`config.mk`:
```
export PLATFORM = sky130hd
export DESIGN_NAME = va_ovc_state
export DESIGN_NICKNAME = d
export VERILOG_FILES = /design/src/rtl/va_ovc_state_pkg.sv /design/src/rtl/va_ovc_state_unit.sv /design/src/rtl/va_ovc_state.sv
export SDC_FILE = /design/constraint.sdc
export NUM_CORES = 1
export LEC_CHECK = 0
export CORE_ASPECT_RATIO = 1.5
export CORE_MARGIN = 5
export CORE_UTILIZATION = 32
export DETAILED_ROUTE_END_ITERATION = 8
export HOLD_SLACK_MARGIN = 0.03
export PLACE_DENSITY_LB_ADDON = 0.08
export SYNTH_ARGS = -nofsm -noshare
export SYNTH_HDL_FRONTEND = slang
export SYNTH_SLANG_ARGS = --single-unit
```
`constraint.sdc`:
```
create_clock -name clk -period 2.2 [get_ports clk]
set_input_delay 0.44 -clock clk [delete_from_list [all_inputs] [get_ports clk]]
set_output_delay 0.44 -clock clk [all_outputs]
set_load 0.01 [all_outputs]
```
`src/rtl/va_ovc_state_pkg.sv`:
```
// Shared constants for the VC allocator output-VC state tracker.
//   V          : VCs per port
//   N          : router port count
//   ovc_state_e: per-output-VC allocation state (2-bit encoding)
//   multi_hot  : true when more than one bit of a VC vector is set
package va_ovc_state_pkg;

    localparam int unsigned V = 4;
    localparam int unsigned N = 5;

    typedef enum logic [1:0] {
        OVC_IDLE   = 2'd0,
        OVC_ACTIVE = 2'd1,
        OVC_DRAIN  = 2'd2
    } ovc_state_e;

    function automatic logic multi_hot(input logic [V-1:0] vec);
        return (vec & (vec - V'(1))) != '0;
    endfunction

endpackage

```
`src/rtl/va_ovc_state_unit.sv`:
```
// One output VC: allocation FSM, downstream credit counter, error term.
//   clk, rstn         : clock, async active-low reset
//   grant             : allocator granted this VC
//   grant_block       : grant vector was multi-hot, so this grant is ignored
//   sent, tail        : flit (and tail marker) left on this VC
//   sent_block        : send vector was multi-hot, so this send is ignored
//   credit            : one credit returned from downstream
//   avail             : registered, VC is IDLE
//   credit_avail      : registered, credit count nonzero
//   err_c             : combinational protocol-violation term for this VC
module ovc_state_unit
    import va_ovc_state_pkg::*;
#(
    parameter int unsigned BUF_DEPTH = 4
) (
    input  logic clk,
    input  logic rstn,
    input  logic grant,
    input  logic grant_block,
    input  logic sent,
    input  logic sent_block,
    input  logic tail,
    input  logic credit,
    output logic avail,
    output logic credit_avail,
    output logic err_c
);

    localparam int unsigned CW = $clog2(BUF_DEPTH + 1);
    localparam logic [CW-1:0] FULL = CW'(BUF_DEPTH);

    ovc_state_e    state, state_next;
    logic [CW-1:0] count, count_next;
    logic          send_ok, credit_ok;

    // State, count and the registered flags derived from their next values
    always_ff @(posedge clk or negedge rstn) begin
        if (!rstn) begin
            state        <= OVC_IDLE;
            count        <= FULL;
            avail        <= 1'b1;
            credit_avail <= 1'b1;
        end else begin
            state        <= state_next;
            count        <= count_next;
            avail        <= (state_next == OVC_IDLE);
            credit_avail <= (count_next != '0);
        end
    end

    // Next state, next count and error detection; illegal events are dropped
    always_comb begin
        state_next = state;
        count_next = count;
        err_c      = 1'b0;

        send_ok   = sent && !sent_block && (state == OVC_ACTIVE) && (count != '0);
        // A credit at a full counter is only legal when a send frees a slot
        credit_ok = credit && ((count != FULL) || send_ok);

        if (grant && (state != OVC_IDLE)) err_c = 1'b1;
        if (sent && (state != OVC_ACTIVE)) err_c = 1'b1;
        if (sent && (count == '0))         err_c = 1'b1;
        if (tail && !sent)                 err_c = 1'b1;
        if (credit && !credit_ok)          err_c = 1'b1;

        if (send_ok && !credit_ok) begin
            count_next = count - CW'(1);
        end else if (!send_ok && credit_ok) begin
            count_next = count + CW'(1);
        end

        case (state)
            OVC_IDLE: begin
                if (grant && !grant_block) state_next = OVC_ACTIVE;
            end
            OVC_ACTIVE: begin
                if (send_ok && tail) state_next = OVC_DRAIN;
            end
            OVC_DRAIN: begin
                // Registered count: drain always spans at least one cycle
                if (count == FULL) state_next = OVC_IDLE;
            end
            default: state_next = OVC_IDLE;
        endcase
    end

endmodule

```
`src/rtl/va_ovc_state.sv`:
```
// Output-VC state tracker for one router output port.
//   clk, rstn       : clock, async active-low reset
//   vcGrant         : one-hot/zero output-VC grant from the allocator
//   flitSent        : one-hot/zero flit departure per VC
//   tailSent        : departing flit is a tail (qualified by flitSent)
//   creditIn        : per-VC credit return from downstream
//   outVCAvailable  : registered, VC j is IDLE
//   creditAvailable : registered, VC j has credit
//   protoErr        : sticky protocol-violation flag, cleared only by reset
module va_ovc_state
    import va_ovc_state_pkg::*;
#(
    parameter int unsigned BUF_DEPTH = 4
) (
    input  logic         clk,
    input  logic         rstn,
    input  logic [V-1:0] vcGrant,
    input  logic [V-1:0] flitSent,
    input  logic [V-1:0] tailSent,
    input  logic [V-1:0] creditIn,
    output logic [V-1:0] outVCAvailable,
    output logic [V-1:0] creditAvailable,
    output logic         protoErr
);

    logic         grant_multi;
    logic         sent_multi;
    logic [V-1:0] vc_err;

    // Multi-hot vectors are errors and void every bit of that vector
    assign grant_multi = multi_hot(vcGrant);
    assign sent_multi  = multi_hot(flitSent);

    for (genvar j = 0; j < V; j++) begin : g_vc
        ovc_state_unit #(
            .BUF_DEPTH (BUF_DEPTH)
        ) u_unit (
            .clk          (clk),
            .rstn         (rstn),
            .grant        (vcGrant[j]),
            .grant_block  (grant_multi),
            .sent         (flitSent[j]),
            .sent_block   (sent_multi),
            .tail         (tailSent[j]),
            .credit       (creditIn[j]),
            .avail        (outVCAvailable[j]),
            .credit_avail (creditAvailable[j]),
            .err_c        (vc_err[j])
        );
    end

    // Sticky error collector
    always_ff @(posedge clk or negedge rstn) begin
        if (!rstn) begin
            protoErr <= 1'b0;
        end else begin
            protoErr <= protoErr | (|vc_err) | grant_multi | sent_multi;
        end
    end

endmodule
```
==> metrics.md <==
| Metric | Value |
|---|---|
| Vias in the first global route | 1710 |
| Clk Tree Root Cell | clkbuf_8 |
| Cell Area, Placed | 0.00242 mm2 |
| Die Height | 107 um |
| Final HPWL from detailed placement | 3680 um |
| Post-synthesis simple-gate area fraction | 0.230 |
| Detailed Route WL | 4750 um |
| Post-route cell area | 0.00254 mm2 |
| Compound-cell area share of the yosys netlist | 0.168 |
| Final Hold Viols | 0 |
| Placed cell count | 314 |
| First-pass GRT wire length | 8090 um |
| Post-synthesis async set-or-reset flop share | 1.00 |
| Share of cells above drive strength 1 | 0.214 |
| GR Overflow Total | 0 |
| Filler cell count | 622 |
| TritonCTS buffer count | 5 |
| Seq pwr share | 0.352 |
| Internal power component | 1880 uW |
| Post-CTS Setup Inserts | 0 |
| Max Cap Viol | 0 |
| Largest net degree at the start of global routing | 30 |
| Critical Path AT | 2.31 ns |
| Setup crit end kind | register |
| DR pass1 iterations | 4 |
| Register area share after synthesis | 0.370 |
| GP Congestion | 0.850 |
| Port bufs | 26 |
| Core Region | 0.00613 mm2 |
| CTS tree | done |
| DRC errors left | 0 |
| Post-synthesis area per instance | 9.67 um2 |
| Setup Viol. Count Final | 0 |
| Leak | 0.00110 uW |
| Worst slew pin tran | 0.476 ns |
| H-tree depth | 2 |
| Final nets | 277 |
| Final worst-path cycle share | 0.959 |
| R2r setup slk | 0.17 ns |
| Clk network pwr share | 0.165 |
| Hold slack | 0.542 ns |
| Post-synth cell types | 53 |
| Critical path required time | 2.41 ns |
| Final min period | 2.11 ns |
| Initial Utilization | 0.327 |
| Place WS | -0.299 ns |
| Setup ws final | 0.0903 ns |
| Die width | 74.6 um |
| #FFs+latches synth | 29 |
| ANT cells | 0 |
| DR vias/cell | 5.13 |
| Largest family of logic cells by synthesized area | simple AND/OR/NAND/NOR gates |
| Switch Pwr | 1130 uW |
| Die area | 0.00797 mm2 |
| Antenna violations before repair | 0 |
| Main synth FF type | dfrtp_1 |
| Power share of the combinational group | 0.483 |
| Worst Setup Start Kind | primary input |
| F_max | 474 MHz |
| Area growth syn-to-layout | 26.8% |
| Non-Filler Instances | 322 |
| Unrepaired setup endpoints after global routing | no |
| CTS Buffer Depth | 2 |
| Post-Route Skew | 0.00297 ns |
| Cell Area, Synth | 0.00200 mm2 |
| Peak VDD IR | 0.451 mV |
| Worst-path clk slew | 0.07 ns |
| TritonCTS sink count | 29 |
| Clock latency on the worst-skew pair | 0.28 ns |
| Fin. max-slew vios | 0 |
| Worst Hold Class | register to register |
| Xor/xnor share of the synthesized area | 0.0350 |
| FP Rows | 35 |
| Post-Synth Adder-Cell Area | 0.0850 |
| Top cell type's share of synthesized area | 0.213 |
| Syn Nets | 237 |
| PwrDens | 1180 mW/mm2 |
| Synth area leader | dfrtp_1 |
| Ranking of synthesized cells by area | dfrtp_1, dfstp_2, ha_1 |
| First-iteration detailed-routing DRC count | 42 |
| IO Pins | 27 |
| GRT Overall Usage | 0.131 |
| CTS Hold Buffers Added | 0 |
| Total number of vias | 1651 |
| EDFF count, synth | 0 |
| Design Power | 3000 uW |
| Syn Inst Count | 207 |
| Max_slew headroom | 0.678 |
| Sw frac | 0.376 |
| Post-synthesis mux area share | 0.0500 |
| Detailed-route wire length per cell | 14.8 um |
| Antenna viol nets, final | 0 |
| Setup CP Type | primary input to register |
| Worst-path maximum fanout | 5 |
| Ys Warns | 0 |
| Status | finished, final reports clean |
## worst max-delay path, cell delays in order
cell	delay [ns]
clkdlybuf4s50_1	0.51
buf_4	0.19
nor3_1	0.18
and4b_2	0.33
a21oi_2	0.05
or3_1	0.30
a311o_1	0.32
## registers in the layout (all words and copies together), names as in the netlist
name                      flops
g_vc.u_unit.count            12
g_vc.u_unit.state             8
g_vc.u_unit.avail             4
g_vc.u_unit.credit_avail      4
protoErr                      1
## power by group through the flow
| stage | combinational, uW | clock [uW] | sequential [uW] |
|---|---|---|---|
| after global routing | 1640 | 541 | 1100 |
| final | 1450 | 495 | 1060 |
| after floorplan | 1010 | 0 | 1020 |
| after detailed placement | 1470 | 0 | 1070 |
| after global placement | 1470 | 0 | 1070 |
| after CTS | 1480 | 515 | 1060 |
## cell families after synthesis
kind of cell               after synthesis
adders and majority gates               14
muxes                                   10
buffers and inverters                   23
xor gates and xnor gates                 8
AOI/OAI and AO/OA                       49
DFF                                     29
and+or+nand+nor                         74
## final cells by class
type                            instances  area [um2]  share of cell area
Clock buffer                            7        96.3              0.0379
Clock inverter                          1        5.00             0.00197
Inverter                                9        33.8              0.0133
Multi-Input combinational cell        155        1140               0.451
Sequential cell                        29         741               0.292
Tap cell                               74        92.6              0.0365
Timing Repair Buffer                   47         425               0.168
## layer usage
layer / global-route usage / vias to the layer above / share of wire
li1: - / 829 / -
met1: 0.158 / 791 / 0.42
met2: 0.228 / 25 / 0.53
met3: 0.0235 / 6 / 0.033
met4: 0.0420 / 0 / 0.015
met5: 0 / - / 0
## synth_stat cells, drive strengths merged (2+ instances only)
cell type	count
dfrtp	17
a21oi	16
dfstp	12
ha	12
buf	11
nand2	11
mux2i	10
inv	9
nand2b	9
nand3	9
o21ai	8
nor2	7
nor2b	7
nor3	5
a211oi	4
nand3b	4
nor4b	4
or3	4
xnor2	4
xor2	4
a311oi	3
clkbuf	3
o21bai	3
a21o	2
and3b	2
and4b	2
maj3	2
nand4	2
nand4b	2
## placed cells by master (no fill, tap or decap), drive strengths merged, types with 8 or more instances in the layout
cell type	n
a21oi	16
o21ai	8
nand2b	9
inv	9
dfstp	12
mux2i	10
dfrtp	17
nand2	11
clkdlybuf4s50	23
ha	12
buf	21
nand3	9
## final timing paths
check	from	end	cells past startpoint
max	flitSent[3]	g_vc[2].u_unit.credit_avail$_DFF_PN1_	7
min	g_vc[1].u_unit.state[1]$_DFF_PN0_	g_vc[1].u_unit.avail$_DFF_PN1_	1
max reg2reg	g_vc[0].u_unit.count[1]$_DFF_PN0_	g_vc[0].u_unit.credit_avail$_DFF_PN1_	8
min reg2reg	g_vc[1].u_unit.state[1]$_DFF_PN0_	g_vc[1].u_unit.avail$_DFF_PN1_	1
max in group asynchronous	rstn	g_vc[3].u_unit.avail$_DFF_PN1_	2
min in group asynchronous	rstn	g_vc[1].u_unit.state[0]$_DFF_PN0_	2
## stage by stage
step	util	setup TNS (ns)
after floorplan	-	0
after global routing	0.414	0
final	0.414	0
after CTS	0.412	0
after global placement	0.395	-2.15
after detailed placement	0.395	-1.93
## timing repair
action	in CTS	in global routing
gates cloned	0	0
setup endpoints to repair	1	5
resized for setup	1	6
(Power assumes the default switching activity.)
